File: src/rtl/rv_imm_pkg.sv
// Shared RISC-V immediate-format definitions: format codes, per-format field masks
// and base opcodes used when building instruction words.
package rv_imm_pkg;

    typedef enum logic [1:0] {
        FMT_I = 2'b00,
        FMT_S = 2'b01,
        FMT_B = 2'b10,
        FMT_J = 2'b11
    } imm_fmt_e;

    localparam logic [31:0] MASK_I = 32'hFFF00000;
    localparam logic [31:0] MASK_S = 32'hFE000F80;
    localparam logic [31:0] MASK_B = 32'hFE000F80;
    localparam logic [31:0] MASK_J = 32'hFFFFF000;

    localparam logic [6:0] OPC_OP_IMM = 7'h13;
    localparam logic [6:0] OPC_STORE  = 7'h23;
    localparam logic [6:0] OPC_BRANCH = 7'h63;
    localparam logic [6:0] OPC_JAL    = 7'h6F;

    function automatic logic [31:0] fmt_mask(input imm_fmt_e fmt);
        logic [31:0] m;
        case (fmt)
            FMT_I:   m = MASK_I;
            FMT_S:   m = MASK_S;
            FMT_B:   m = MASK_B;
            default: m = MASK_J;
        endcase
        return m;
    endfunction

endpackage

File: src/rtl/imm_scatter.sv
// Combinational scatter of a signed immediate into the RISC-V immediate bit
// positions of an instruction word, with a representability check.
module imm_scatter
    import rv_imm_pkg::*;
(
    input  logic [1:0]  in_src,
    input  logic [31:0] in_imm,
    input  logic [31:0] in_base,
    output logic [31:0] instr,
    output logic        err
);

    imm_fmt_e    fmt;
    logic [31:0] fields;

    assign fmt = imm_fmt_e'(in_src);

    // Out-of-range immediates still produce truncated fields; err flags them.
    always_comb begin
        fields = '0;
        err    = 1'b0;
        case (fmt)
            FMT_I: begin
                fields = {in_imm[11:0], 20'b0};
                err    = (in_imm[31:11] != '0) && (in_imm[31:11] != '1);
            end
            FMT_S: begin
                fields = {in_imm[11:5], 13'b0, in_imm[4:0], 7'b0};
                err    = (in_imm[31:11] != '0) && (in_imm[31:11] != '1);
            end
            FMT_B: begin
                fields = {in_imm[12], in_imm[10:5], 13'b0, in_imm[4:1], in_imm[11], 7'b0};
                err    = ((in_imm[31:12] != '0) && (in_imm[31:12] != '1)) || in_imm[0];
            end
            default: begin
                fields = {in_imm[20], in_imm[10:1], in_imm[11], in_imm[19:12], 12'b0};
                err    = ((in_imm[31:20] != '0) && (in_imm[31:20] != '1)) || in_imm[0];
            end
        endcase
        instr = (in_base & ~fmt_mask(fmt)) | fields;
    end

endmodule

File: src/rtl/imm_encoder.sv
// Streaming immediate encoder: one output register stage with valid/ready on both
// sides, instruction-memory address counter and saturating error counter.
module imm_encoder
    import rv_imm_pkg::*;
#(
    parameter int ADDR_W   = 32,
    parameter int ERRCNT_W = 8
) (
    input  logic                clk,
    input  logic                rst,
    input  logic                in_valid,
    output logic                in_ready,
    input  logic [1:0]          in_src,
    input  logic [31:0]         in_imm,
    input  logic [31:0]         in_base,
    input  logic                addr_load,
    input  logic [ADDR_W-1:0]   addr_start,
    output logic                out_valid,
    input  logic                out_ready,
    output logic [31:0]         out_instr,
    output logic [ADDR_W-1:0]   out_addr,
    output logic                out_err,
    output logic [ERRCNT_W-1:0] err_cnt
);

    logic                out_valid_q, out_valid_d;
    logic [31:0]         out_instr_q, out_instr_d;
    logic [ADDR_W-1:0]   out_addr_q,  out_addr_d;
    logic                out_err_q,   out_err_d;
    logic [ERRCNT_W-1:0] err_cnt_q,   err_cnt_d;
    logic [ADDR_W-1:0]   next_addr_q, next_addr_d;

    logic [31:0]       enc_instr;
    logic              enc_err;
    logic              accept;
    logic [ADDR_W-1:0] addr_base;

    imm_scatter u_scatter (
        .in_src  (in_src),
        .in_imm  (in_imm),
        .in_base (in_base),
        .instr   (enc_instr),
        .err     (enc_err)
    );

    assign in_ready = !out_valid_q || out_ready;
    assign accept   = in_valid && in_ready;

    // A same-cycle addr_load redirects the accepted beat itself.
    assign addr_base = addr_load ? addr_start : next_addr_q;

    always_comb begin
        out_valid_d = out_valid_q;
        out_instr_d = out_instr_q;
        out_addr_d  = out_addr_q;
        out_err_d   = out_err_q;
        err_cnt_d   = err_cnt_q;
        next_addr_d = addr_base;
        if (accept) begin
            out_valid_d = 1'b1;
            out_instr_d = enc_instr;
            out_addr_d  = addr_base;
            out_err_d   = enc_err;
            next_addr_d = addr_base + ADDR_W'(4);
            if (enc_err && (err_cnt_q != '1)) begin
                err_cnt_d = err_cnt_q + ERRCNT_W'(1);
            end
        end else if (out_ready) begin
            out_valid_d = 1'b0;
        end
    end

    always_ff @(posedge clk) begin
        if (rst) begin
            out_valid_q <= 1'b0;
            out_instr_q <= '0;
            out_addr_q  <= '0;
            out_err_q   <= 1'b0;
            err_cnt_q   <= '0;
            next_addr_q <= '0;
        end else begin
            out_valid_q <= out_valid_d;
            out_instr_q <= out_instr_d;
            out_addr_q  <= out_addr_d;
            out_err_q   <= out_err_d;
            err_cnt_q   <= err_cnt_d;
            next_addr_q <= next_addr_d;
        end
    end

    assign out_valid = out_valid_q;
    assign out_instr = out_instr_q;
    assign out_addr  = out_addr_q;
    assign out_err   = out_err_q;
    assign err_cnt   = err_cnt_q;

endmodule

File: config.mk
export PLATFORM = sky130hd
export DESIGN_NAME = imm_encoder
export DESIGN_NICKNAME = d
export VERILOG_FILES = /design/src/rtl/rv_imm_pkg.sv /design/src/rtl/imm_scatter.sv /design/src/rtl/imm_encoder.sv
export SDC_FILE = /design/constraint.sdc
export NUM_CORES = 1
export LEC_CHECK = 0
export CAP_MARGIN = 30
export CORE_ASPECT_RATIO = 1.25
export CORE_MARGIN = 5
export CORE_UTILIZATION = 35
export CTS_CLUSTER_SIZE = 16
export DETAILED_ROUTE_END_ITERATION = 6
export PLACE_DENSITY = 0.71
export REMOVE_ABC_BUFFERS = 1
export SLEW_MARGIN = 30
export SYNTH_ARGS = -nofsm -noshare
export SYNTH_HDL_FRONTEND = slang
export SYNTH_SLANG_ARGS = --single-unit
export TNS_END_PERCENT = 30
File: constraint.sdc
create_clock -name clk -period 8.5 [get_ports clk]
set_clock_uncertainty 0.05 [all_clocks]
set_input_delay 1.7 -clock clk [delete_from_list [all_inputs] [get_ports clk]]
set_output_delay 1.7 -clock clk [all_outputs]
set_load 0.05 [all_outputs]
; ---- After elaboration in Yosys (flattened, before gate mapping)
; Cells that the tools add are included.
[op_classes]
n_bitwise = 3
n_reduce_logical = 17
n_addsub = 2
eq_ne = 6
mux = 7
[op_table]
columns = operator, n
row1 = case mux 32 bit (3 select lines), 1
row2 = two-way mux 32 bit, 2
row3 = case mux 25 bit (2 select lines), 1
row4 = "adder 32 x 3 -> 32 bit, second input constant", 1
row5 = AND 32 bit, 1
row6 = NOT 32 bit, 1
row7 = bitwise OR 32 bit, 1
row8 = "inequality test 21 bit, second input constant", 1
row9 = nonzero test 21 bit, 1
row10 = "inequality test 20 bit, second input constant", 1
row11 = nonzero test 20 bit, 1
row12 = "inequality test 12 bit, second input constant", 1
row13 = nonzero test 12 bit, 1
row14 = "adder 8 x 1 -> 8 bit, second input constant", 1
row15 = "inequality test 8 bit, second input constant", 1
row16 = logical AND 1 bit, 5
row17 = OR reduction 2 bit, 2
row18 = logical OR 1 bit, 3
row19 = "equality test 2 x 1 -> 1 bit, second input constant", 1
row20 = "equality test 2 bit, second input constant", 1
row21 = logical NOT 2 bit, 1
row22 = two-way mux 1 bit, 2
row23 = case mux 1 bit (2 select lines), 1
row24 = AND reduction 2 bit, 1
row25 = 2 further kinds, 2
[totals]
register_bits = 106
in_bits = 103
output_inout_bits = 75
word_cells = 41

; ---- Logic depth before layout (Yosys ltp)
; Gate-level depths: netlist of run 1.
[logic_depth]
ltp_word = 6
ltp_mapped = 14
depth_no_buf = 8

; ---- Cells and area by module
; From an unflattened synthesis of run 1, not the netlist that was laid out.
[hier_totals]
cells_unflattened = 614
area_unflattened_um2 = 5175.0
[by_module_without_submodules]
columns = mod, n_inst, area_each_um2, seq_area_each_um2, cells_per_inst
row1 = imm_encoder, 1, 4606.9, 2122.0, 531
row2 = imm_scatter, 1, 568.0, 0.0, 83

; ---- Worst setup path after synthesis of run 1
; No wires, ideal clock.
[synth_timing]
path_type = input port to flip-flop
start = input port addr_load
end = register next_addr_q[30]
path_stages = 14
path_slack_ps = 4337
t_required_ps = 8331
arrival_ps = 3994
n_path_buf = 6
setup_time_ps = 119
path_cell_list = buf_6 > buf_8 > buf_6 > buf_2 > buf_2 > mux2i_1 > inv_1 > ha_1 > o2111ai_1 > a2111oi_4 > and3b_1 > buf_4 > nand3_1 > mux2i_1
[synth_via]
elab_chain_cells = 3
[synth_rtl]
columns = item, line_no
row1 = start: declaration, imm_encoder.sv:16  ; input logic addr_load,
row2 = two-way mux 32 bit, imm_encoder.sv:50  ; assign addr_base = addr_load ? addr_start : next_addr_q;
row3 = via addr_base[2], imm_encoder.sv:36  ; logic [ADDR_W-1:0] addr_base;
row4 = adder 32 x 3 -> 32 bit, imm_encoder.sv:64  ; next_addr_d = addr_base + ADDR_W'(4);
row5 = two-way mux 32 bit, imm_encoder.sv:59  ; if (accept) begin
row6 = end signal: assignment, imm_encoder.sv:87  ; next_addr_q <= next_addr_d;
row7 = end: declaration, imm_encoder.sv:31  ; logic [ADDR_W-1:0] next_addr_q, next_addr_d;
; The timed path passes the listed nets, and every way through them passes these cells.
; A chain may end at the register's enable or synchronous reset.

; ---- Worst setup path after layout of run 1
[layout_timing]
start = input port out_ready
end = output port in_ready
[layout_via]
elab_chain_cells = 1
[layout_rtl]
columns = item, line_no
row1 = start: declaration, imm_encoder.sv:19  ; input logic out_ready,
row2 = logical OR 1 bit, imm_encoder.sv:46  ; assign in_ready = !out_valid_q || out_ready;
row3 = end: declaration, imm_encoder.sv:12  ; output logic in_ready,
; Every way passes these cells.

==> summary.md, run 1 <==
| Metric | Value |
|---|---|
| Post-CTS setup buffers | 0 |
| Starting Density | 0.357 |
| Synth cell types | just over 60 |
| First-pass GRT wire length | 24400 um |
| Std-Cell Core Area | 14500 sq um |
| Outcome | finished, final reports clean |
| Post-Place Setup Slack | 3.48 ns |
| Ys async rst share | 0 |
| Cell Chain, Critical Path | clkdlybuf4s50_1 -> nand2b_1 -> clkdlybuf4s50_1 |
| Number of synthesized flops with an enable pin | 0 |
| Count of final hold-check violations | 0 |
| DP Wirelength | 11200 um |
| Startpoint types | primary input |
| Multi-input gate area | 2820 sq um |
| Avg WL per Cell | 16.4 um |
| Drc violations | 0 |
| Crit end category | output port |
| Critical path arrival | about 3.3 ns |
| Vias | between 4000 and 5000 |
| Max-Cap Viols | 0 |
| Crit path max fanout | 8 |
| Finished Cell Area | 7220 sq um |
| First-pass DRT Iterations | 5 |
| # fillers | about 1400 |
| Register share of total power | 0.427 |
| Port-buffer cells | 170 |
| # setup viols final | 0 |
| Io pins | 178 |
| GRT Util Overall | 0.172 |
| Die X-Extent | 119 um |
| Post-Synthesis Cells | 592 |
| Worst path bufs/invs | 2 |
| Max-slew violation count | 0 |
| GPL Wtd Cong | 0.787 |
| Largest net degree at the start of global routing | 72 |
| Clock latency on the worst-skew pair | between 0.3 and 0.4 ns |
| Clk pin slew, worst setup/hold paths | 0.07 ns |
| Max-slew headroom | 0.446 |
| Die height | 146 um |
| Critical path's most frequent cell | clkdlybuf4s50_1 |
| Internal Power | 0.000885 W |
| Maximum clock frequency | 0.199 GHz |
| Post-DRT Antenna Nets | 0 |
| CTS tree | yes |
| Required time of the critical path | 6.75 ns |
| Initial antenna violation count | 0 |
| Lkg Pwr | about 2.8 nW |
| Area growth syn-to-layout | 39.8% |
| Layout cells sized above 1 | 0.0619 |
| Fin crit share | 0.591 |
| Worst VDD drop | 0.100 mV |
| Antenna cells | 0 |
| Post-CTS Hold Fix Bufs | 0 |
| FF/Latch Area | 2120 sq um |
| Htree depth | 3 |
| CP top delay family | buffers and inverters |
| Clock sink count | about 110 |
| RSZ-0062 raised after global routing | false |
| Mapped cell area | 5160 sq um |
| Syn_area_per_cell | 8.72 sq um |
| Slew @ Worst Pin | 0.828 ns |
| GR Overflow Total | 0 |
| Routed Wire Length | 15100 um |
| Num CTS Buffers | 9 |
| Clock power frac | 0.334 |
| PnR Total Power | between 0.001 and 0.0015 W |
| Root Buffer | clkbuf_16 |
| # resized after CTS | 0 |
| PD cells | roughly 180 nW/um^2 |
| Net Sw Power | 0.000399 W |
| Post-DP Area | about 7000 sq um |
| Worst setup margin | 3.48 ns |
| Die area | 17300 sq um |
| Main synth FF type | dfxtp_1 |
| CP max stage delay | 0.87 ns |
| Crit path time final | approximately 5 ns |
| Vias per Instance | 5.31 |
| Setup CP Type | in2out |
| Vias in the first global route | 4979 |
| Nets | 847 |
| Slowest cell on the critical path | clkdlybuf4s50_1 |
| Seq/Total Area, Yosys | 0.411 |
| Row count | 49 |
| Sw frac | 0.311 |
| 1st-iter DRT viols | 278 |
| Clock Path Buffers | 2 |
| Yosys warns | 0 |
| Yosys reg bits | 106 |
| Combinational cell fraction of total power | 0.239 |
| Hold crit path type | reg2reg |
| TNS Setup | 0 ns |
[cells in the final DEF (no fill, tap or decap), types with 9 or more instances in the layout]
cell / instances
nor3_1: 14
a221oi_1: 10
mux2i_1: 38
xnor2_1: 10
a211oi_1: 42
clkdlybuf4s50_1: 168
dfxtp_1: 106
nand2_1: 59
nand4_1: 12
o21ai_0: 10
nor2_1: 90
nand3_1: 16
clkbuf_16: 9
a21oi_1: 30
[area by class of cell]
| class | instances | share of cell area |
|---|---|---|
| well taps | 178 | 0.0309 |
| multi-input cells | 439 | 0.391 |
| clock buffers | 9 | 0.0312 |
| repair buffers | 174 | 0.239 |
| clock inverters | 7 | 0.0102 |
| inverters | 8 | 0.00416 |
| flip-flops and latches | 106 | 0.294 |
[cells in the mapped netlist, types with 8 or more instances]
library cell,number,area [sq um]
a211oi_1,42,315
a21oi_1,30,150
a221oi_1,10,87.6
and3_1,8,50.1
clkbuf_1,27,101
dfxtp_1,106,2120
inv_1,8,30.0
mux2i_1,38,380
nand2_1,59,221
nand3_1,16,80.1
nand4_1,12,75.1
nor2_1,90,338
nor3_1,14,70.1
o21ai_0,10,50.1
xnor2_1,10,87.6
xor2_1,8,70.1
[state kept, by name (all words and copies together) (netlist names)]
register,cells
err_cnt,8
out_err,1
out_instr,32
out_addr,32
next_addr_q,32
out_valid,1
[power by group through the flow]
stage | Combinational (W) | Sequential [W] | Clock (W)
5_1_grt | 0.000329 | 0.000552 | 0.000462
6_report | 0.000307 | 0.000548 | 0.000429
3_5_place_dp | 0.000308 | 0.000560 | 0
2_1_floorplan | 0.0000904 | 0.000641 | 0
4_1_cts | 0.000309 | 0.000548 | 0.000442
3_3_place_gp | 0.000303 | 0.000558 | 0
[through the flow]
step | utilization | instances | hold slack, ns
6_report | 0.499 | 921 | 0.406
5_1_grt | 0.499 | 921 | 0.436
4_1_cts | 0.499 | 921 | 0.409
3_5_place_dp | 0.478 | 905 | 0.398
3_3_place_gp | 0.478 | 905 | 0.392
2_1_floorplan | - | 553 | 0.406
[path summary, 6_finish.rpt]
check                               end  slack (ns)  depth (start not counted)                      start
max                            in_ready        3.48                          3                  out_ready
min                out_err$_SDFFE_PP0P_        0.41                          2       out_err$_SDFFE_PP0P_
max reg2reg  next_addr_q[30]$_SDFF_PP0_        6.24                          8  next_addr_q[2]$_SDFF_PP0_
min reg2reg        out_err$_SDFFE_PP0P_        0.41                          2       out_err$_SDFFE_PP0P_
[routing by layer]
| layer | vias up | wire length (um) | global-route usage |
|---|---|---|---|
| met4 | 0 | 430 | 0.0870 |
| met2 | 131 | 7950 | 0.308 |
| met5 | - | 0 | 0 |
| met1 | 2314 | 6010 | 0.191 |
| li1 | 2421 | - | - |
| met3 | 28 | 690 | 0.0358 |
[worst min-delay path, delay by kind of cell (launching register included)]
family	cells	cell delay, ns
compound gates	1	0.05
flops	1	0.31
simple gates	1	0.05
[cell families (layout without fill, tap and decap cells)]
group / Yosys count / count (layout) / share of synthesized area
flip-flops: 106 / 106 / 0.411
XOR/XNOR: 18 / 18 / 0.0305
multiplexers: 43 / 43 / 0.0853
AND/OR/NAND/NOR: 250 / 250 / 0.241
AO/OA/AOI/OAI: 122 / 122 / 0.175
adder cells (fa/ha/maj): 6 / 6 / 0.0145
buffers and inverters: 47 / 198 / 0.0434
Note: power is estimated with default switching activity, not from simulation.
==> run 2: changes to the inputs <==
PLACE_DENSITY = 0.74   (was 0.71)
clock period = 4.1 ns   (was 8.5 ns; I/O delays follow)
==> summary.md, run 2 (synthesis results as in run 1) <==
| Metric | Value |
|---|---|
| Setup CP Type | in2out (unchanged) |
| CP max stage delay | 0.87 ns (about the same) |
| Post-CTS setup buffers | 0 (unchanged) |
| Slew @ Worst Pin | 0.712 ns (was 0.828 ns) |
| Hold crit path type | reg2reg (unchanged) |
| Max-Cap Viols | 0 (unchanged) |
| DP Wirelength | 10800 um (was 11200 um) |
| Clock latency on the worst-skew pair | 0.34 ns (was 0.35 ns) |
| Worst setup margin | 0.803 ns (was 3.48 ns) |
| Count of final hold-check violations | 0 (unchanged) |
| # fillers | 1400 (was 1367) |
| Sw frac | 0.307 (was 0.311) |
| Num CTS Buffers | 9 (unchanged) |
| Vias per Instance | 5.15 (was 5.31) |
| Cell Chain, Critical Path | clkdlybuf4s50_1 -> nand2b_1 -> clkdlybuf4s50_1 (unchanged) |
| Drc violations | 0 (unchanged) |
| Root Buffer | clkbuf_16 (unchanged) |
| # setup viols final | 0 (unchanged) |
| Max-slew headroom | 0.525 (was 0.446) |
| Fin crit share | 0.804 |
| Startpoint types | primary input (unchanged) |
| End of the critical path | in_ready (unchanged) |
| Vias | 4775 (was 4894) |
| Clk pin slew, worst setup/hold paths | 0.07 ns (about the same) |
| PnR Total Power | 0.00265 W (was 0.00128 W) |
| Hold path depth | 2 (unchanged) |
| Commonest non-fill, non-tap cell in the layout | clkdlybuf4s50_1 (unchanged) |
| RSZ-0062 raised after global routing | false (unchanged) |
| Io pins | 178 (unchanged) |
| Port-buffer cells | 170 (unchanged) |
| Nets | 853 (was 847) |
| Die area | 17300 sq um (unchanged) |
| Crit path time final | ~3.3 ns |
| Die height | 146 um (unchanged) |
| Row count | 49 (unchanged) |
| Critical path's most frequent cell | clkdlybuf4s50_1 (unchanged) |
| Placed cells | 911 (was 905) |
| Cell count of the worst reg-to-reg path | 8 (unchanged) |
| Non-filler cells, final | 927 (was 921) |
| Register share of total power | 0.428 (was 0.427) |
| TNS Setup | 0 ns (unchanged) |
| Post-Place Setup Slack | 0.583 ns (was 3.48 ns) |
| Lkg Pwr | 2.79 nW (was 2.77 nW) |
| Starting Density | 0.357 (unchanged) |
| First-pass GRT wire length | 23600 um (was 24400 um) |
| Avg WL per Cell | 15.7 um (was 16.4 um) |
| Crit path max fanout | 8 (unchanged) |
| Critical path arrival | 2.43 ns (was 3.27 ns) |
| CTS tree | yes (unchanged) |
| Layout cells sized above 1 | 0.0668 (was 0.0619) |
| Crit end category | output port (unchanged) |
| Die X-Extent | 119 um (unchanged) |
| First-pass DRT Iterations | 4 (was 5) |
| Initial antenna violation count | 0 (unchanged) |
| PD cells | 365 nW/um^2 (was 178 nW/um^2) |
| Maximum clock frequency | 0.303 GHz |
| GR Overflow Total | 0 (unchanged) |
| Routed Wire Length | 14600 um (was 15100 um) |
| Area growth syn-to-layout | 40.9% (was 39.8%) |
| Critical path launch point | out_ready (unchanged) |
| Worst R2R Start | next_addr_q[2]$_SDFF_PP0_ (unchanged) |
| Vias in the first global route | 4750 (was 4979) |
| Antenna cells | 0 (unchanged) |
| Net Sw Power | 0.000814 W (was 0.000399 W) |
| GPL Wtd Cong | 0.831 (was 0.787) |
| Required time of the critical path | 3.23 ns (was 6.75 ns) |
| Largest net degree at the start of global routing | 88 (was 72) |
| Outcome | finished, final reports clean (unchanged) |
| Post-CTS Hold Fix Bufs | 0 (unchanged) |
| Clock sink count | 106 (unchanged) |
| R2R setup slack | 1.86 ns (was 6.24 ns) |
| # resized after CTS | 0 (unchanged) |
| 1st-iter DRT viols | 220 (was 278) |
| Clock power frac | 0.331 (was 0.334) |
| Slowest cell on the critical path | clkdlybuf4s50_1 (unchanged) |
| GRT Util Overall | 0.166 (was 0.172) |
| Commonest non-fill, non-tap cells in the layout | clkdlybuf4s50_1, dfxtp_1, nor2_1, nand2_1, a211oi_1 (unchanged) |
| Std-Cell Core Area | 14500 sq um (unchanged) |
| Htree depth | 3 (unchanged) |
| Post-DRT Antenna Nets | 0 (unchanged) |
| Combinational cell fraction of total power | 0.242 (was 0.239) |
| Clock Path Buffers | 2 (unchanged) |
| Max-slew violation count | 0 (unchanged) |
| R2R Path End | next_addr_q[30]$_SDFF_PP0_ (unchanged) |
| Worst VDD drop | 0.244 mV (was 0.100 mV) |
| Internal Power | 0.00184 W (was 0.000885 W) |
[run 2: changes by cell type in the layout (fill, tap and decap cells not counted)]
cell / change
clkinvlp_4: +2
inv_8: +1
buf_4: +5
clkbuf_1: +2
clkinv_2: -2
buf_12: +1
inv_6: -3
[run 2: worst min path at each step]
stage | from | end | slack (ns)
floorplan | next_addr_q[0]$_SDFF_PP0_ | next_addr_q[0]$_SDFF_PP0_ | 0.41
global placement | out_instr[1]$_SDFFE_PP0P_ | out_instr[1]$_SDFFE_PP0P_ | 0.39
detailed placement | out_instr[30]$_SDFFE_PP0P_ | out_instr[30]$_SDFFE_PP0P_ | 0.40
CTS | out_instr[30]$_SDFFE_PP0P_ | out_instr[30]$_SDFFE_PP0P_ | 0.41
global route | out_instr[1]$_SDFFE_PP0P_ | out_instr[1]$_SDFFE_PP0P_ | 0.42
finish | out_instr[1]$_SDFFE_PP0P_ | out_instr[1]$_SDFFE_PP0P_ | 0.40
[run 2: layer usage]
metal	vias up	share of wire	global-route usage	wire length [um]
met4	0	0.034	0.0817	493
met2	98	0.50	0.285	7250
li1	2427	-	-	-
met3	27	0.028	0.0260	411
met5	-	0	0	0
met1	2223	0.44	0.201	6410
[run 2: layout make-up]
type	count	area [sq um]	area share
Timing Repair Buffer	180	1780	0.245
Clock inverter	5	63.8	0.00877
Multi-Input combinational cell	439	2820	0.388
Sequential cell	106	2120	0.292
Clock buffer	11	233	0.0320
Tap cell	178	223	0.0306
Inverter	8	30.0	0.00413
[run 2: per-stage QoR]
step	hold slack (ns)	util	instance area [sq um]
floorplan	0.406	-	4970
global placement	0.391	0.482	6980
detailed placement	0.396	0.482	6980
CTS	0.405	0.503	7270
global route	0.417	0.503	7270
finish	0.402	0.503	7270
[run 2: critical path: cells and delay by family]
family                 cells  cell delay (ns)
buffers and inverters      2             1.32
AND/OR/NAND/NOR            1             0.28
[run 2: power groups by stage]
| stage | combinational, W | clock (W) | sequential, W |
|---|---|---|---|
| floorplan | 0.000187 | 0 | 0.00133 |
| global placement | 0.000639 | 0 | 0.00116 |
| detailed placement | 0.000643 | 0 | 0.00116 |
| CTS | 0.000646 | 0.000898 | 0.00114 |
| global route | 0.000686 | 0.000945 | 0.00114 |
| finish | 0.000641 | 0.000877 | 0.00113 |
